===== config.mk =====
export PLATFORM = sky130hd
export DESIGN_NAME = sync_debouncer_flat
export DESIGN_NICKNAME = d
export VERILOG_FILES = /design/src/rtl/sync_debouncer_if.sv /design/src/rtl/sync_debouncer.sv /design/src/flat_wrapper.sv
export SDC_FILE = /design/constraint.sdc
export NUM_CORES = 1
export LEC_CHECK = 0
export CAP_MARGIN = 30
export CELL_PAD_IN_SITES_DETAIL_PLACEMENT = 1
export CELL_PAD_IN_SITES_GLOBAL_PLACEMENT = 2
export CORE_MARGIN = 2
export CORE_UTILIZATION = 25
export DETAILED_ROUTE_END_ITERATION = 8
export PLACE_DENSITY = 0.66
export SYNTH_ARGS = -nofsm -noshare
export SYNTH_HDL_FRONTEND = slang
export SYNTH_SLANG_ARGS = --single-unit

===== constraint.sdc =====
create_clock -name clock -period 6.7 [get_ports clock]
set_clock_uncertainty 0.2 [all_clocks]
set_input_delay 1.675 -clock clock [delete_from_list [all_inputs] [get_ports clock]]
set_output_delay 1.675 -clock clock [all_outputs]
set_load 0.01 [all_outputs]

===== src/rtl/sync_debouncer_if.sv =====
// Signal bundle between a debouncer and its consumer.
// The debouncer sits on the slave side and publishes the qualified level and event outputs.
interface sync_debouncer_if #(
    parameter int CNT_WIDTH = 16
);
    logic                 enable;
    logic                 x_sync;
    logic                 clear_count;
    logic                 level;
    logic                 rise;
    logic                 fall;
    logic [CNT_WIDTH-1:0] event_count;
    logic                 event_overflow;

    modport master (
        output enable,
        output x_sync,
        output clear_count,
        input  level,
        input  rise,
        input  fall,
        input  event_count,
        input  event_overflow
    );

    modport slave (
        input  enable,
        input  x_sync,
        input  clear_count,
        output level,
        output rise,
        output fall,
        output event_count,
        output event_overflow
    );
endinterface


===== src/rtl/sync_debouncer.sv =====
// Glitch filter for an already-synchronized bit: the level follows x_sync only after
// FILTER_CYCLES consecutive equal samples, with registered edge pulses and a saturating rise counter.
module sync_debouncer #(
    parameter int   FILTER_CYCLES = 16,
    parameter int   CNT_WIDTH     = 16,
    parameter logic RESET_LEVEL   = 1'b0
) (
    input logic             clock,
    input logic             reset_n,
    sync_debouncer_if.slave bus
);
    localparam int FW = $clog2(FILTER_CYCLES + 1);
    localparam logic [FW-1:0] LAST = FW'(FILTER_CYCLES - 1);

    typedef enum logic [1:0] {
        STABLE_LO = 2'd0,
        PEND_HI   = 2'd1,
        STABLE_HI = 2'd2,
        PEND_LO   = 2'd3
    } state_t;

    localparam state_t RESET_STATE = RESET_LEVEL ? STABLE_HI : STABLE_LO;

    state_t               state, state_nx;
    logic [FW-1:0]        filt, filt_nx;
    logic                 level_q, level_nx;
    logic                 rise_q, rise_nx;
    logic                 fall_q, fall_nx;
    logic [CNT_WIDTH-1:0] count_q, count_nx;
    logic                 ovf_q, ovf_nx;

    always_ff @(posedge clock) begin
        if (!reset_n) begin
            state   <= RESET_STATE;
            filt    <= '0;
            level_q <= RESET_LEVEL;
            rise_q  <= 1'b0;
            fall_q  <= 1'b0;
            count_q <= '0;
            ovf_q   <= 1'b0;
        end else begin
            state   <= state_nx;
            filt    <= filt_nx;
            level_q <= level_nx;
            rise_q  <= rise_nx;
            fall_q  <= fall_nx;
            count_q <= count_nx;
            ovf_q   <= ovf_nx;
        end
    end

    // filt counts samples already seen at the new value; the sample that makes it FILTER_CYCLES commits.
    always_comb begin
        state_nx = state;
        filt_nx  = filt;
        level_nx = level_q;
        rise_nx  = 1'b0;
        fall_nx  = 1'b0;
        unique case (state)
            STABLE_LO: begin
                if (bus.enable && bus.x_sync) begin
                    if (FILTER_CYCLES == 1) begin
                        state_nx = STABLE_HI;
                        level_nx = 1'b1;
                        rise_nx  = 1'b1;
                        filt_nx  = '0;
                    end else begin
                        state_nx = PEND_HI;
                        filt_nx  = FW'(1);
                    end
                end
            end
            PEND_HI: begin
                if (!bus.enable || !bus.x_sync) begin
                    state_nx = STABLE_LO;
                    filt_nx  = '0;
                end else if (filt == LAST) begin
                    state_nx = STABLE_HI;
                    level_nx = 1'b1;
                    rise_nx  = 1'b1;
                    filt_nx  = '0;
                end else begin
                    filt_nx = filt + 1'b1;
                end
            end
            STABLE_HI: begin
                if (bus.enable && !bus.x_sync) begin
                    if (FILTER_CYCLES == 1) begin
                        state_nx = STABLE_LO;
                        level_nx = 1'b0;
                        fall_nx  = 1'b1;
                        filt_nx  = '0;
                    end else begin
                        state_nx = PEND_LO;
                        filt_nx  = FW'(1);
                    end
                end
            end
            PEND_LO: begin
                if (!bus.enable || bus.x_sync) begin
                    state_nx = STABLE_HI;
                    filt_nx  = '0;
                end else if (filt == LAST) begin
                    state_nx = STABLE_LO;
                    level_nx = 1'b0;
                    fall_nx  = 1'b1;
                    filt_nx  = '0;
                end else begin
                    filt_nx = filt + 1'b1;
                end
            end
            default: begin
                state_nx = RESET_STATE;
                filt_nx  = '0;
                level_nx = RESET_LEVEL;
            end
        endcase
    end

    // Clear is applied before a same-edge rise, so clear+rise lands on a count of one.
    always_comb begin
        count_nx = count_q;
        ovf_nx   = ovf_q;
        if (bus.clear_count) begin
            count_nx = '0;
            ovf_nx   = 1'b0;
        end
        if (rise_nx) begin
            if (count_nx == '1) begin
                ovf_nx = 1'b1;
            end else begin
                count_nx = count_nx + 1'b1;
            end
        end
    end

    assign bus.level          = level_q;
    assign bus.rise           = rise_q;
    assign bus.fall           = fall_q;
    assign bus.event_count    = count_q;
    assign bus.event_overflow = ovf_q;
endmodule

===== src/flat_wrapper.sv =====
// flat-port wrapper written by rule: the top's interface ports become plain ports
module sync_debouncer_flat 
#(
    parameter int   FILTER_CYCLES = 16,
    parameter int   CNT_WIDTH     = 16,
    parameter logic RESET_LEVEL   = 1'b0
)
  (clock, reset_n, bus_enable, bus_x_sync, bus_clear_count, bus_level, bus_rise, bus_fall, bus_event_count, bus_event_overflow);
  sync_debouncer_if #(.CNT_WIDTH(CNT_WIDTH)) bus_i ();
  input logic clock;
  input logic reset_n;
  input wire logic [$bits(bus_i.enable)-1:0] bus_enable;
  input wire logic [$bits(bus_i.x_sync)-1:0] bus_x_sync;
  input wire logic [$bits(bus_i.clear_count)-1:0] bus_clear_count;
  output wire logic [$bits(bus_i.level)-1:0] bus_level;
  output wire logic [$bits(bus_i.rise)-1:0] bus_rise;
  output wire logic [$bits(bus_i.fall)-1:0] bus_fall;
  output wire logic [$bits(bus_i.event_count)-1:0] bus_event_count;
  output wire logic [$bits(bus_i.event_overflow)-1:0] bus_event_overflow;
  assign bus_i.enable = bus_enable;
  assign bus_i.x_sync = bus_x_sync;
  assign bus_i.clear_count = bus_clear_count;
  assign bus_level = bus_i.level;
  assign bus_rise = bus_i.rise;
  assign bus_fall = bus_i.fall;
  assign bus_event_count = bus_i.event_count;
  assign bus_event_overflow = bus_i.event_overflow;
  sync_debouncer #(.FILTER_CYCLES(FILTER_CYCLES), .CNT_WIDTH(CNT_WIDTH), .RESET_LEVEL(RESET_LEVEL)) u_core (.clock(clock), .reset_n(reset_n), .bus(bus_i));
endmodule

==> results_dict.tcl, run 1 <==
set metrics [dict create \
    worst-slew-pin-transition_ps 881 \
    final_util 0.314 \
    die-width_um 81.7 \
    ys_warn_count 0 \
    globalRouteMet2Util 0.266 \
    grt_max_degree 20 \
    peakVddDrop_uv 67.9 \
    dp_slack_ps 1980 \
    hpwl_um 3340 \
    synth_fp_nets 185 \
    rsz0062_at_grt "false" \
    grt_pass1_vias 1476 \
    routed_via_density 5.32 \
    cts_hold_buf 0 \
    p_leak_nw 0.628 \
    setup_violations 0 \
    min_delay_path_depth 2 \
    rr_worst_depth 7 \
    synth_most_common_cell "dfxtp_1" \
    finalSetupTns_ps 0 \
    maxSlewViolCount 0 \
    routed_wl_um 4440 \
    synth.avg_cell_area_um2 8.47 \
    max_clock_freq_mhz 223 \
    cts_buffer_depth 2 \
    die_h_um 81.7 \
    grt-ovfl-total 0 \
    antenna-diode-count 0 \
    critPathRequiredTime_ps 6650 \
    design_area_mm2 0.00185 \
    pin_count 25 \
    setup_slack_ps 2210 \
    drt_iter0_drc 68 \
    io_buffers 24 \
    yosysTopAreaCellShare 0.359 \
    area_delta_synth_final_pct 22.7 \
    critical_path_class "input port to register" \
    synth-seq-cells 27 \
    dr.pass1.iters 4 \
    clk_latency_ps 270 \
    reg2reg_from "u_core.bus.event_count[0]$_SDFF_PN0_" \
    yosys.area.top_type "dfxtp_1" \
    hp-start "u_core.bus.level$_SDFFE_PN0P_" \
    yosysSeqAreaShare 0.359 \
    cts_resized 0 \
    hold_class "register to register" \
    clk_pin_slew_ps 100 \
    holdPathEnd "u_core.bus.level$_SDFFE_PN0P_" \
    grt.total_usage 0.143 \
    hold_viol_final 0 \
    num_rows 28 \
    num_vias 1448 \
    endpoint_kind "register" \
    cts_buffers 3 \
    synth.top_cells.by_area "dfxtp_1, mux2i_1, nand3_1" \
    busiest_layer "met2" \
    synth.distinct_cells 41 \
    netlist_area_mm2 0.00151 \
    r2r_slack_ps 4010 \
    gp_congestion 0.796 \
    ant_nets 0 \
    relSlewSlack 0.407 \
    nNetsFinal 205 \
    critPathMaxFanout 17 \
    die_area_mm2 0.00667 \
    cts_tree "done" \
    synth_common_cells "dfxtp_1, nand2_1, nand3_1, mux2i_1, a21oi_1" \
    synthCells 178 \
    r2r-end "u_core.bus.event_count[9]$_SDFF_PN0_" \
    cp.arrival_ps 4440 \
    async_flop_share 0 \
    root_buffer "clkbuf_8" \
    place_area_mm2 0.00180 \
    synth-edff-count 0 \
    drt_drc_violations_left 0 \
    fin_crit_ps 4490 \
    power.density_mw_per_mm2 148 \
    fp.coreArea_mm2 0.00589 \
    fin_crit_sh 0.670 \
    initial_core_util 0.256 \
    status "complete, no violations" \
    antenna_found_initial 0 \
    h-tree-depth 1 \
    grtUsageMet3 0.0165 \
    maxCapViolations 0 \
    critPathLaunchType "input port" \
    post_cts_buffers 0 \
    drive_gt1_frac 0.0558 \
    grt_use_met1 0.174 \
    grt_pass1_wl_um 7380 \
    clock_sinks 27 \
    synthFlopType "dfxtp_1" \
    wire_per_inst_um 16.3 \
]
[per-stage QoR]
step / std cells / power (mW) / hold slack [ps]
final: 272 / 0.274 / 299
after CTS: 272 / 0.283 / 304
after floorplan: 178 / 0.176 / 254
after detailed placement: 268 / 0.182 / 286
after global placement: 268 / 0.182 / 263
after global routing: 272 / 0.290 / 334
[cell type report]
cell class                 instances  area (um^2)
timing repair buffer              25          248
inverter                           4         15.0
multi-input combinational        137          907
fill                             709         4040
tap                               75         93.8
clock inverter                     1         5.00
sequential                        27          541
clock buffer                       3         41.3
[power by group]
group / internal, mW / leakage [nW] / switching, mW
sequential: 0.161 / 0.218 / 0.00115
combinational: 0.00581 / 0.385 / 0.0104
clock: 0.0418 / 0.0255 / 0.0542
[how the worst max path moves through the flow]
stage	start	end	cells past startpoint
4_1_cts	bus_clear_count	u_core.bus.event_count[9]$_SDFF_PN0_	8
5_1_grt	bus_clear_count	u_core.bus.event_count[9]$_SDFF_PN0_	8
3_3_place_gp	bus_clear_count	u_core.bus.event_count[9]$_SDFF_PN0_	8
2_1_floorplan	bus_clear_count	u_core.bus.event_count[12]$_SDFF_PN0_	7
3_5_place_dp	bus_clear_count	u_core.bus.event_count[9]$_SDFF_PN0_	8
6_report	bus_clear_count	u_core.bus.event_count[9]$_SDFF_PN0_	8
[cells by family (layout without fill, tap and decap cells)]
family,count (synthesis),after routing,share of synthesized area
xor+xnor,3,3,0.0174
flops,27,27,0.359
simple gates,85,85,0.339
fa+ha+maj,2,2,0.0166
compound gates,35,35,0.149
buf+inv,14,33,0.0398
mux,12,12,0.0797
[state kept, by name (all words and copies together), names as in the netlist]
name                       cells
u_core.bus.fall                1
u_core.bus.rise                1
u_core.state                   2
u_core.bus.level               1
u_core.bus.event_overflow      1
u_core.bus.event_count        16
u_core.filt                    5
[placed cells by master (no fill, tap or decap), types with 3 or more instances in the layout]
cell,synthesis,layout
dfxtp_1,27,27
clkdlybuf4s50_1,0,24
nand2_1,18,18
nand3_1,16,16
mux2i_1,12,12
a21oi_1,11,11
nand4_1,8,8
o21ai_0,8,8
nor2_1,6,6
a2111oi_0,5,5
nor2b_1,4,4
or3_1,4,4
and3_1,4,4
and4_1,3,3
a211oi_1,3,3
inv_1,3,3
a21o_1,3,3
nand3b_1,3,3
clkbuf_8,0,3
[layer usage]
| metal | vias to the layer above | wire length [um] |
|---|---|---|
| met4 | 0 | 23 |
| met5 | - | 0 |
| met1 | 716 | 2010 |
| li1 | 711 | - |
| met2 | 19 | 2310 |
| met3 | 2 | 89 |
[critical path, stage by stage]
cell and delay, ps:
clkdlybuf4s50_1 700, nor2b_1 350, ha_1 240, nand3_1 120, nor4_1 780, buf_4 290, a2111oi_0 130, mux2i_1 150
No activity file was read; power rests on OpenSTA's default activity.
==> run 2: changes to the inputs <==
--- a/config.mk
+++ b/config.mk
@@ -11,7 +11,7 @@
 export CORE_MARGIN = 2
 export CORE_UTILIZATION = 25
 export DETAILED_ROUTE_END_ITERATION = 8
-export PLACE_DENSITY = 0.66
+export PLACE_DENSITY = 0.69
 export SYNTH_ARGS = -nofsm -noshare
 export SYNTH_HDL_FRONTEND = slang
 export SYNTH_SLANG_ARGS = --single-unit
==> constraint.sdc (replaced) <==
create_clock -name clock -period 3.99 [get_ports clock]
set_clock_uncertainty 0.2 [all_clocks]
set_input_delay 0.9975 -clock clock [delete_from_list [all_inputs] [get_ports clock]]
set_output_delay 0.9975 -clock clock [all_outputs]
set_load 0.01 [all_outputs]
==> run 2 against run 1 <==
Utilization increased by 0.74 points. Via count up 1.7%. Critical endpoint is now u_core.bus.event_count[12]$_SDFF_PN0_. Largest power group unchanged. Sequential share of layout area shrank 0.68 points.
==> results_dict.tcl, run 2 (synthesis results as in run 1) <==
set metrics [dict create \
    clk_latency_ps 280 \
    maxCapViolations 0 \
    area_delta_synth_final_pct 25.6 \
    worst-slew-pin-transition_ps 664 \
    power_mw 0.468 \
    rsz0062_at_grt "false" \
    status "complete, no violations" \
    grt-ovfl-total 0 \
    root_buffer "clkbuf_8" \
    initial_core_util 0.256 \
    routed_via_density 5.29 \
    clk_pin_slew_ps 100 \
    instances_no_fill 278 \
    grt_max_degree 20 \
    num_rows 28 \
    grt_pass1_vias 1578 \
    grt.total_usage 0.151 \
    drt_iter0_drc 100 \
    hold_slack_ps 293 \
    fp.coreArea_mm2 0.00589 \
    die_area_mm2 0.00667 \
    pin_count 25 \
    antenna_found_initial 0 \
    dr.pass1.iters 4 \
    cts_buffers 3 \
    hold_viol_final 0 \
    cts_tree "done" \
    peakVddDrop_uv 129 \
    slowest_delay_ps 550 \
    maxSlewViolCount 0 \
    cp.arrival_ps 3390 \
    critPathRequiredTime_ps 3990 \
    p_leak_nw 0.654 \
    worstPathCellList "clkdlybuf4s50_1 > nor2b_1 > ha_1 > nand3_1 > or4_4 > or4_1 > a21oi_1" \
    setup_violations 0 \
    final_cell_mix "dfxtp_1, clkdlybuf4s50_1, nand2_1, nand3_1, mux2i_1" \
    drive_gt1_frac 0.0788 \
    endpoint_kind "register" \
    placed_cells 274 \
    num_vias 1472 \
    slowest_stage "or4_4" \
    h-tree-depth 1 \
    fin_crit_ps 3380 \
    layout_commonest_cell "dfxtp_1" \
    nNetsFinal 211 \
    critPathMaxFanout 3 \
    cts_resized 0 \
    drt_drc_violations_left 0 \
    gp_congestion 0.843 \
    post_cts_buffers 0 \
    antenna-diode-count 0 \
    critPathLaunchType "input port" \
    clock_sinks 27 \
    wire_per_inst_um 16.5 \
    power.density_mw_per_mm2 247 \
    max_clock_freq_mhz 296 \
    hold_class "register to register" \
    relSlewSlack 0.546 \
    critical_path_class "input port to register" \
    fin_crit_sh 0.848 \
    finalSetupTns_ps 0 \
    hpwl_um 3340 \
    ant_nets 0 \
    cts_buffer_depth 2 \
    io_buffers 24 \
    routed_wl_um 4590 \
    grt_pass1_wl_um 7710 \
    die-width_um 81.7 \
    largest_register_ffs 16 \
    cts_hold_buf 0 \
    die_h_um 81.7 \
]
## run 2: cell count changes in the layout (fill, tap and decap cells not counted)
cell	delta
clkinv_2	-1
buf_4	+6
clkbuf_1	+1
## run 2: final timing paths
kind / startpoint / to / slack, ps / cells past startpoint
min: u_core.bus.level$_SDFFE_PN0P_ / u_core.bus.level$_SDFFE_PN0P_ / 290 / 2
min reg2reg: u_core.bus.level$_SDFFE_PN0P_ / u_core.bus.level$_SDFFE_PN0P_ / 290 / 2
max reg2reg: u_core.bus.event_count[0]$_SDFF_PN0_ / u_core.bus.event_count[12]$_SDFF_PN0_ / 1430 / 6
max: bus_clear_count / u_core.bus.event_count[12]$_SDFF_PN0_ / 610 / 7
## run 2: final cells by class
class | count | area [um^2]
fill | 708 | 3990
multi-input combinational | 137 | 907
sequential | 27 | 541
timing repair buffer | 31 | 293
tap | 75 | 93.8
clock buffer | 4 | 45.0
inverter | 4 | 15.0
## run 2: critical path: cells and delay by family
kind / cells / cell delay, ps
AO/OA/AOI/OAI: 1 / 200
adder cells (fa/ha/maj): 1 / 240
AND/OR/NAND/NOR: 4 / 1470
buffers and inverters: 1 / 480
## run 2: metrics by stage
stage               worst slack [ps]  instance area, um^2   util
floorplan                        888                 1510      -
global placement                 450                 1850  0.314
detailed placement               328                 1850  0.314
CTS                              622                 1890  0.322
global route                     527                 1890  0.322
finish                           608                 1890  0.322
## run 2: power by group
| part | switching [mW] | leakage, nW | internal [mW] |
|---|---|---|---|
| clock network | 0.0927 | 0.0228 | 0.0719 |
| registers | 0.00207 | 0.218 | 0.270 |
| logic | 0.0190 | 0.414 | 0.0122 |
## run 2: metal layers
metal / GRT usage / wire length (um) / vias up / share of wire
met3: 0.0187 / 148 / 9 / 0.032
met2: 0.250 / 2110 / 31 / 0.46
met4: 0.0733 / 104 / 0 / 0.023
li1: - / - / 719 / -
met1: 0.194 / 2220 / 713 / 0.48
met5: 0 / 0 / - / 0
==> run 3: changes to the inputs <==
--- a/config.mk
+++ b/config.mk
@@ -11,7 +11,7 @@
 export CORE_MARGIN = 2
 export CORE_UTILIZATION = 25
 export DETAILED_ROUTE_END_ITERATION = 8
-export PLACE_DENSITY = 0.69
+export PLACE_DENSITY = 0.66
 export SYNTH_ARGS = -nofsm -noshare
 export SYNTH_HDL_FRONTEND = slang
 export SYNTH_SLANG_ARGS = --single-unit
==> constraint.sdc (replaced) <==
create_clock -name clock -period 3.35 [get_ports clock]
set_clock_uncertainty 0.2 [all_clocks]
set_input_delay 0.8375 -clock clock [delete_from_list [all_inputs] [get_ports clock]]
set_output_delay 0.8375 -clock clock [all_outputs]
set_load 0.01 [all_outputs]
==> run 3 against run 2 <==
Sequential power grew 19%. Via count grew 2.6%. Critical endpoint unchanged. Design area grew 1.6%. Clock power grew 17%. Cell count grew 1.4%. Hold slack lost 22 ps.
==> results_dict.tcl, run 3 (synthesis results as in run 1) <==
set metrics [dict create \
    status "complete, no violations" \
    routed_via_density 5.35 \
    antenna_found_initial 0 \
    h-tree-depth 1 \
    fp.coreArea_mm2 0.00589 \
    root_buffer "clkbuf_8" \
    die-width_um 81.7 \
    nNetsFinal 215 \
    pin_count 25 \
    post_cts_buffers 0 \
    p_leak_nw 0.676 \
    cts_buffers 3 \
    worstSetupStartpoint "bus_clear_count" \
    reg2reg_from "u_core.bus.event_count[0]$_SDFF_PN0_" \
    ant_nets 0 \
    wire_per_inst_um 16.3 \
    worst-slew-pin-transition_ps 569 \
    routed_wl_um 4600 \
    num_vias 1510 \
    layout_commonest_cell "dfxtp_1" \
    maxCapViolations 0 \
    grt_pass1_vias 1499 \
    relSlewSlack 0.611 \
    cts_resized 0 \
    grt.total_usage 0.147 \
    setup_slack_ps 301 \
    critPathMaxFanout 3 \
    fin_crit_ps 3050 \
    cp.arrival_ps 3060 \
    cts_buffer_depth 2 \
    r2r_slack_ps 940 \
    cts_tree "done" \
    power.density_mw_per_mm2 288 \
    initial_core_util 0.256 \
    dr.pass1.iters 4 \
    antenna-diode-count 0 \
    die_area_mm2 0.00667 \
    fin_crit_sh 0.910 \
    min_delay_path_depth 2 \
    final_cell_mix "dfxtp_1, clkdlybuf4s50_1, nand2_1, nand3_1, mux2i_1" \
    maxSlewViolCount 0 \
    rsz0062_at_grt "false" \
    max_clock_freq_mhz 328 \
    drt_iter0_drc 52 \
    fill_cells 703 \
    drive_gt1_frac 0.0966 \
    largest_register_ffs 16 \
    rr_worst_depth 6 \
    dp_slack_ps 20.3 \
    crit_end "u_core.bus.event_count[12]$_SDFF_PN0_" \
    setup_violations 0 \
    clock_sinks 27 \
    num_rows 28 \
    grt_max_degree 20 \
    critical_path_class "input port to register" \
    critPathLaunchType "input port" \
    critPathRequiredTime_ps 3360 \
    gp_congestion 0.795 \
    die_h_um 81.7 \
    clk_pin_slew_ps 100 \
    grt_pass1_wl_um 7500 \
    hpwl_um 3380 \
    finalSetupTns_ps 0 \
    cts_hold_buf 0 \
    clk_latency_ps 270 \
    hold_slack_ps 272 \
    io_buffers 24 \
    peakVddDrop_uv 159 \
    hold_class "register to register" \
    area_delta_synth_final_pct 27.6 \
    grt-ovfl-total 0 \
    endpoint_kind "register" \
    hold_viol_final 0 \
    drt_drc_violations_left 0 \
    r2r-end "u_core.bus.event_count[12]$_SDFF_PN0_" \
]
[run 3: area by class of cell]
| cell class | count | area [um^2] | share of cell area |
|---|---|---|---|
| inverters | 4 | 15.0 | 0.00780 |
| flip-flops and latches | 27 | 541 | 0.281 |
| repair buffers | 35 | 323 | 0.168 |
| well taps | 75 | 93.8 | 0.0488 |
| multi-input cells | 137 | 907 | 0.471 |
| clock buffers | 4 | 45.0 | 0.0234 |
[run 3: stage by stage]
stage,total power [mW],instances,instance area [um^2],util
after floorplan,0.351,178,1510,-
after detailed placement,0.369,278,1880,0.319
after global placement,0.368,278,1880,0.319
after CTS,0.570,282,1920,0.327
after global routing,0.587,282,1920,0.327
final,0.554,282,1920,0.327
[run 3: where the power goes]
group / internal, mW / switching [mW]
logic: 0.0145 / 0.0223
registers: 0.322 / 0.00239
clock network: 0.0853 / 0.108
[run 3: layer usage]
layer / wire (um) / track usage
met5: 0 / 0
met3: 68 / 0.0264
met2: 2370 / 0.272
met1: 2140 / 0.179
met4: 27 / 0.0250
[run 3: worst min path at each step]
stage                                                     from  slack, ps                                    to
after floorplan                   u_core.state[1]$_SDFFE_PN0P_        250            u_core.bus.fall$_SDFF_PP0_
after global placement    u_core.bus.event_overflow$_SDFF_PN0_        260  u_core.bus.event_overflow$_SDFF_PN0_
after detailed placement  u_core.bus.event_overflow$_SDFF_PN0_        260  u_core.bus.event_overflow$_SDFF_PN0_
after CTS                 u_core.bus.event_overflow$_SDFF_PN0_        270  u_core.bus.event_overflow$_SDFF_PN0_
after global routing      u_core.bus.event_overflow$_SDFF_PN0_        320  u_core.bus.event_overflow$_SDFF_PN0_
final                     u_core.bus.event_overflow$_SDFF_PN0_        270  u_core.bus.event_overflow$_SDFF_PN0_
[run 3: critical path, stage by stage]
cell,delay (ps)
clkdlybuf4s50_1,470
nor2b_1,200
ha_1,200
nand3_1,120
or4_4,550
or4_1,530
a21oi_1,150
